==> config.mk <==
export PLATFORM = sky130hd
export DESIGN_NAME = dmem_arbiter
export DESIGN_NICKNAME = d
export VERILOG_FILES = /design/src/rtl/dmem_arbiter.sv
export SDC_FILE = /design/constraint.sdc
export NUM_CORES = 1
export LEC_CHECK = 0
export BUFFER_PORTS_ARGS = -buffer_cell sky130_fd_sc_hd__buf_4
export CORE_AREA = 2 2 108 110
export CTS_BUF_LIST = sky130_fd_sc_hd__clkbuf_4 sky130_fd_sc_hd__clkbuf_8 sky130_fd_sc_hd__clkbuf_16
export DETAILED_ROUTE_END_ITERATION = 10
export DIE_AREA = 0 0 110 112
export PLACE_DENSITY_LB_ADDON = 0.25
export SYNTH_ARGS = -nofsm -noshare
export SYNTH_HDL_FRONTEND = slang
export SYNTH_SLANG_ARGS = --single-unit
export TNS_END_PERCENT = 1
==> constraint.sdc <==
create_clock -name clk -period 2.3 [get_ports clk]
set_input_delay 0.115 -clock clk [delete_from_list [all_inputs] [get_ports clk]]
set_output_delay 0.115 -clock clk [all_outputs]
set_load 0.005 [all_outputs]
==> src/rtl/dmem_arbiter.sv <==
// dmem_arbiter: shares a single-port 1024x32 data RAM between the CPU MEM
// stage (port 0, fixed priority) and a debug/DMA port (port 1). A saturating
// wait counter forces a single one-access DMA grant after MAX_WAIT
// consecutive denied cycles. Read data returns one cycle after the grant and
// is steered to the port recorded in a one-deep owner register.
// Optional feature macro: DMEM_ARB_PERF_EN adds stall / forced-grant counters.

module dmem_arbiter #(
  parameter int ADDR_W   = 10,
  parameter int MAX_WAIT = 8
) (
  input  logic              clk,
  input  logic              rst,
  input  logic              cpu_req,
  input  logic              cpu_we,
  input  logic [31:0]       cpu_addr,
  input  logic [31:0]       cpu_wdata,
  output logic              cpu_stall,
  output logic              cpu_rvalid,
  output logic [31:0]       cpu_rdata,
  input  logic              dma_req,
  input  logic              dma_we,
  input  logic [31:0]       dma_addr,
  input  logic [31:0]       dma_wdata,
  output logic              dma_gnt,
  output logic              dma_rvalid,
  output logic [31:0]       dma_rdata,
  output logic              ram_we,
  output logic [ADDR_W-1:0] ram_addr,
  output logic [31:0]       ram_din,
  input  logic [31:0]       ram_dout
`ifdef DMEM_ARB_PERF_EN
  ,
  output logic [31:0]       perf_cpu_stall_cnt,
  output logic [31:0]       perf_dma_force_cnt
`endif
);

  typedef enum logic [0:0] {
    ST_NORMAL = 1'b0,
    ST_FORCE  = 1'b1
  } state_t;

  localparam logic [7:0] MAX_WAIT_C = 8'(MAX_WAIT);
  localparam logic [7:0] WAIT_SAT_C = 8'hFF;

  state_t              state_r;
  logic [7:0]          wait_cnt_r;
  logic [7:0]          wait_cnt_next_s;
  logic                owner_valid_r;
  logic                owner_port_r;
  logic [ADDR_W-1:0]   ram_addr_r;

  logic                cpu_gnt_s;
  logic                dma_gnt_s;
  logic                ram_we_s;
  logic [ADDR_W-1:0]   ram_addr_s;
  logic [31:0]         ram_din_s;
  logic                rd_grant_s;
  logic [ADDR_W-1:0]   cpu_word_s;
  logic [ADDR_W-1:0]   dma_word_s;
  logic                unused_addr_s;

  // Only the word-address field of each byte address reaches the RAM.
  assign cpu_word_s    = cpu_addr[ADDR_W+1:2];
  assign dma_word_s    = dma_addr[ADDR_W+1:2];
  assign unused_addr_s = ^{cpu_addr[31:ADDR_W+2], cpu_addr[1:0],
                           dma_addr[31:ADDR_W+2], dma_addr[1:0]};

  // Grant selection: forced DMA slot first, then CPU priority, then DMA.
  always_comb begin
    cpu_gnt_s = 1'b0;
    dma_gnt_s = 1'b0;
    if (!rst) begin
      cpu_gnt_s = 1'b0;
      dma_gnt_s = 1'b0;
    end else if ((state_r == ST_FORCE) && dma_req) begin
      dma_gnt_s = 1'b1;
    end else if (cpu_req) begin
      cpu_gnt_s = 1'b1;
    end else if (dma_req) begin
      dma_gnt_s = 1'b1;
    end else begin
      cpu_gnt_s = 1'b0;
      dma_gnt_s = 1'b0;
    end
  end

  // RAM port mux from the granted requester; address holds when idle.
  always_comb begin
    ram_we_s   = 1'b0;
    ram_addr_s = ram_addr_r;
    ram_din_s  = 32'd0;
    rd_grant_s = 1'b0;
    if (cpu_gnt_s) begin
      ram_we_s   = cpu_we & cpu_req;
      ram_addr_s = cpu_word_s;
      ram_din_s  = cpu_wdata;
      rd_grant_s = ~cpu_we;
    end else if (dma_gnt_s) begin
      ram_we_s   = dma_we & dma_req;
      ram_addr_s = dma_word_s;
      ram_din_s  = dma_wdata;
      rd_grant_s = ~dma_we;
    end else begin
      ram_we_s   = 1'b0;
      ram_addr_s = ram_addr_r;
      ram_din_s  = 32'd0;
      rd_grant_s = 1'b0;
    end
  end

  // Next wait count: clear on grant or no request, otherwise saturating +1.
  always_comb begin
    wait_cnt_next_s = wait_cnt_r;
    if (!dma_req || dma_gnt_s) begin
      wait_cnt_next_s = 8'd0;
    end else if (wait_cnt_r != WAIT_SAT_C) begin
      wait_cnt_next_s = wait_cnt_r + 8'd1;
    end else begin
      wait_cnt_next_s = wait_cnt_r;
    end
  end

  // Arbitration FSM and wait counter; FORCE lasts for one DMA access.
  always_ff @(posedge clk or negedge rst) begin
    if (!rst) begin
      state_r    <= ST_NORMAL;
      wait_cnt_r <= 8'd0;
    end else begin
      wait_cnt_r <= wait_cnt_next_s;
      case (state_r)
        ST_NORMAL: begin
          if (wait_cnt_next_s >= MAX_WAIT_C) begin
            state_r <= ST_FORCE;
          end else begin
            state_r <= ST_NORMAL;
          end
        end
        ST_FORCE: begin
          if (dma_gnt_s || !dma_req) begin
            state_r <= ST_NORMAL;
          end else begin
            state_r <= ST_FORCE;
          end
        end
        default: state_r <= ST_NORMAL;
      endcase
    end
  end

  // Read-return owner and last driven RAM address; updated every cycle.
  always_ff @(posedge clk or negedge rst) begin
    if (!rst) begin
      owner_valid_r <= 1'b0;
      owner_port_r  <= 1'b0;
      ram_addr_r    <= '0;
    end else begin
      owner_valid_r <= rd_grant_s;
      owner_port_r  <= dma_gnt_s;
      ram_addr_r    <= ram_addr_s;
    end
  end

  assign cpu_stall  = rst & cpu_req & ~cpu_gnt_s;
  assign dma_gnt    = dma_gnt_s;
  assign ram_we     = ram_we_s;
  assign ram_addr   = ram_addr_s;
  assign ram_din    = ram_din_s;
  assign cpu_rvalid = owner_valid_r & ~owner_port_r;
  assign dma_rvalid = owner_valid_r &  owner_port_r;
  assign cpu_rdata  = cpu_rvalid ? ram_dout : 32'd0;
  assign dma_rdata  = dma_rvalid ? ram_dout : 32'd0;

`ifdef DMEM_ARB_PERF_EN
  logic [31:0] perf_stall_r;
  logic [31:0] perf_force_r;

  // Performance counters: stalled CPU cycles and forced DMA grants (wrap).
  always_ff @(posedge clk or negedge rst) begin
    if (!rst) begin
      perf_stall_r <= 32'd0;
      perf_force_r <= 32'd0;
    end else begin
      if (cpu_stall) begin
        perf_stall_r <= perf_stall_r + 32'd1;
      end
      if ((state_r == ST_FORCE) && dma_gnt_s) begin
        perf_force_r <= perf_force_r + 32'd1;
      end
    end
  end

  assign perf_cpu_stall_cnt = perf_stall_r;
  assign perf_dma_force_cnt = perf_force_r;
`endif

endmodule

* Yosys cells after proc, flatten, opt, wreduce, memory -nomap -nowiden
Cells that the tools add are included.
Widths: inputs -> output; s select.
** Word-level totals
- Register bits :: 21
- Output and inout bits :: 111
- Input port bits :: 166
- Word-level logic and storage cells :: 44
** Operators by class
- $add $sub $neg :: 1
- Bitwise operators :: 11
- Mux-type cells :: 22
- Reductions and logical operators :: 3
- Order comparisons :: 1
- Eq/ne operators :: 1
** Operators by type and width (count)
- $mux 32 :: 4
- $mux 10 :: 2
- $mux 8 :: 2
- $mux 1 :: 13
- $add 8x1->8 const B :: 1
- $ge 8x4->1 const B :: 1
- $ne 8x8->1 const B :: 1
- $and 1x1->1 :: 6
- $not 1->1 :: 5
- $pmux 1 s2 :: 1
- $logic_and 1x1->1 :: 1
- $logic_not 1->1 :: 1
- $logic_or 1x1->1 :: 1

* Depth between registers and ports, before layout
- Depth after elaboration :: 9
- Gate-level depth with buffers :: 6
- Mapped depth without buffers :: 5

* Least setup slack after synthesis
OpenSTA, ideal clock, no wires.
- Kind :: flip-flop to flip-flop
- Start :: register wait_cnt_r[0]
- End :: register state_r
- Period minus slack after synthesis :: 1.571 ns
- Path buffers :: 0
- Setup slack :: 0.729 ns
- Stages on the path, launching flop included :: 6
- Library setup time :: 0.129 ns
- Arrival time :: 1.442 ns
- Required time :: 2.171 ns
- Cells stage by stage :: dfrtp_1 ha_1 and4_1 o21ai_0 a311oi_1 o41a_1
** On the way
- Longest elaborated chain between the ends :: 6
- Elaborated cells on any way between the ends :: 7
- Classes of those cells :: add/sub: 1; order compare: 1; eq/ne: 1; mux: 4
** Ends and longest elaborated chain
- start, declared :: line 48 : logic [7:0] wait_cnt_r;
- start signal, assigned :: line 131 : wait_cnt_r <= wait_cnt_next_s;
- $add 8x1->8 or $ne 8x8->1 (tied branches) :: line 119, 118
- $mux 8 * :: line 118 : end else if (wait_cnt_r != WAIT_SAT_C) begin
- $mux 8 * :: line 116 : if (!dma_req || dma_gnt_s) begin
- $ge 8x4->1 * :: line 134 : if (wait_cnt_next_s >= MAX_WAIT_C) begin
- $mux 1 * :: line 134
- $pmux 1 s2 * :: line 132 : case (state_r)
- end signal, assigned :: line 135 : state_r <= ST_FORCE;
- end signal, assigned :: line 137 : state_r <= ST_NORMAL;
- end signal, assigned :: line 142 : state_r <= ST_NORMAL;
- end, declared :: line 47 : state_t state_r;
Mark *: on every way between the ends. The rest lies on a longest branch, timed or not.

* Final worst setup path
- Start :: register state_r
- End :: output ram_din[23]
** On the way
- Longest elaborated chain between the ends :: 5
- Elaborated cells on any way between the ends :: 7
- Classes of those cells :: mux: 6; reduce/logical: 1
** Ends and longest elaborated chain
- start signal, assigned :: line 128 : state_r <= ST_NORMAL;
- start signal, assigned :: line 135
- start signal, assigned :: line 137
- $logic_and 1x1->1 * :: line 77 : end else if ((state_r == ST_FORCE) && dma_req) begin
- $mux 1 :: line 77
- $mux 1 :: line 74 : if (!rst) begin
- $mux 32 :: line 100 : end else if (dma_gnt_s) begin
- $mux 32 * :: line 95 : if (cpu_gnt_s) begin
- end, declared :: line 30 : output logic [31:0] ram_din,
Marked as above.

==> results.cfg <==
[routing]
first_pass_iters = 4
vias = 2524
viasPerCell = 4.293
route.detailed.drc = 0
drtIter0Drc = 138
drtAntennaViolNets = 0
wl_um = 8832
wl_per_cell_um = 15.02

[cts]
cts-htree-levels = 1
cts_hold_buf = 2
cts_buffers = 3
cts_buffer_depth = 2
cts.clk_slew.worst_paths_ps = 60
tritoncts = yes
cts_resized = 0
cts_sinks = 21
insertion_delay_ps = 250
post-cts-setup-buffers = 0
cts_root_buf = clkbuf_16

[sta]
period_share_pct = 93.12
setup_viol = 0
finalClockSkew_ps = 1.171
totalNegativeSetupSlack_ps = 0
fin_crit_ps = 2142
slew_viol_final = 0
rsz0062_at_grt = false
hold_viol = 0
worst_slew_pin_slew_ps = 691.0
layout_setup_ws_ps = 158.4
maxSlewHeadroom_pct = 53.78
fin_hold_ws_ps = 49.58
fmax_mhz = 466.9

[finish]
multi_input_area_um2 = 1224
fillers = 1189
layout-area-overhead-vs-synth_pct = 105.2
stdcell_count = 588
num_antenna_cells = 0
nets = 613
seq_area_um2 = 525.5
drive_above_1_share_pct = 56.63

[critical_path]
cp_cell_sequence = nand2b_4 > and3_2 > buf_4 > a22o_1 > buf_4
crit_type = reg2out
rr_startpoint = wait_cnt_r[0]
rr_worst_depth = 5
path_common_cell = buf_4
cp-start-kind = flip-flop
cp_top_family = simple AND/OR/NAND/NOR gates
critPathMaxStageDelay_ps = 560
crit_slowest_cell = and3_2
cp-end-kind = output port
worst_r2r_endpoint = state_r
cp_max_fo = 21
crit_required_ps = 2180
ff2ff_setup_slack_ps = 590
cp_data_arrival_time_ps = 2030
cp_num_buf_inv = 2

[placement]
dpl.cell_count = 582
pre_cts_ws_ps = 428.4
gp_congestion = 0.7910
dpl.hpwl_um = 7184
portBuffers = 232

[logic_synthesis]
syn_avg_cell_area_um2 = 8.471
ys_ff_latch = 21
syn_area_um2 = 1881
synth_area_leaders = dfrtp_1 (28%), a22o_1 (15%), and3_1 (12%), and2_1 (11%), mux2i_1 (6.4%)
async_flop_share_pct = 100.0
yosysWarningCount = 0
synthCells = 222
ys_seq_area_share_pct = 27.94
synth_edf_count = 0
synth.largest_area_cell = dfrtp_1
yosysUniqueCellTypes = 42
synth_top_area_share_pct = 27.94
ys.flop_type = dfrtp_1
syn_nets = 389

[grt]
grt_pass1_vias = 2444
grt_max_degree = 47
antenna_found_initial = 0
grt_pass1_wl_um = 12790
track_usage_pct = 13.01
overflow = 0

[job]
drv_cap = 0

[power_and_ir_drop]
design_power_total_w = 0.001441
pwr_density_cell_nw_per_um2 = 373.4
ir_drop_v = 0.0004316
leakagePower_nw = 2.137

[floorplanning]
start_util_pct = 16.83
fp-row-count = 39
die-height_um = 112
fp.coreArea_um2 = 11170
io_pins = 277
die_w_um = 110
die_area_um2 = 12320

[outcome]
outcome = finished, final reports clean

[min_path]
hold_depth = 2
hp-start = dma_we
hold_path.class = in2reg
worstHoldEndpoint = owner_valid_r
## placed cells by master, fill, tap and decap left out, drive strengths merged, types with 3 or more instances in the layout
| cell | n |
|---|---|
| nor2 | 7 |
| mux2i | 12 |
| and2 | 34 |
| clkbuf | 3 |
| nand2 | 14 |
| a22o | 33 |
| o21ai | 12 |
| inv | 3 |
| buf | 239 |
| and3 | 36 |
| dfrtp | 21 |
| nor3 | 3 |
## flip-flops by register name, indices dropped and copies added (netlist names)
register,cells
ram_addr_r,10
wait_cnt_r,8
owner_valid_r,1
owner_port_r,1
state_r,1
## metrics by stage
| step | cell area (um2) | utilization (%) |
|---|---|---|
| after floorplan | 1881 | - |
| after global placement | 3759 | 33.64 |
| after detailed placement | 3759 | 33.64 |
| after CTS | 3859 | 34.53 |
| after global routing | 3859 | 34.53 |
| final | 3859 | 34.53 |
## Yosys cell counts, types with 2 or more instances
master    number
a31oi_1        2
and2_1        33
buf_2          4
o21ai_0        7
nor2_1         7
buf_4          2
mux2i_1       12
nor3_2         2
clkbuf_1      12
buf_6          3
and3_1        35
a22o_1        33
dfrtp_1       21
o21ai_1        5
nand4_1        2
nand2_1       14
inv_1          3
## where the power goes
part           switching, W  internal, W
Clock              0.000137     0.000234
Sequential        0.0000204     0.000415
Combinational      0.000250     0.000385
## routing by layer
layer	GRT usage (%)	vias up	wire length, um
li1	-	1255	-
met1	15.89	1152	3489
met2	23.31	111	4432
met3	3.220	6	820
met4	1.688	0	89
met5	0	-	0
## how the worst max path moves through the flow
| stage | from | end | slack (ps) | cells after the start |
|---|---|---|---|---|
| after detailed placement | state_r | ram_din[26] | 430 | 5 |
| after floorplan | wait_cnt_r[0] | state_r | 730 | 5 |
| final | state_r | ram_din[23] | 160 | 5 |
| after global placement | state_r | ram_din[23] | 460 | 5 |
| after global routing | state_r | ram_addr[3] | 50 | 5 |
| after CTS | state_r | ram_din[26] | 140 | 5 |
## area by class of cell
class                           instances  share of cell area (%)
Inverter                                3                  0.2918
Multi-Input combinational cell        176                   31.71
Timing Repair Buffer                  241                   47.67
Clock inverter                          1                  0.1297
Sequential cell                        21                   13.62
Tap cell                              143                   4.637
Clock buffer                            3                   1.946
## cells by family after synthesis
group / synth area share (%)
buf+inv: 7.451
xor+xnor: 0.4658
compound gates: 23.89
fa+ha+maj: 0.6652
simple gates: 33.20
flops: 27.94
mux: 6.387
Note: power is estimated with default switching activity, not from simulation.
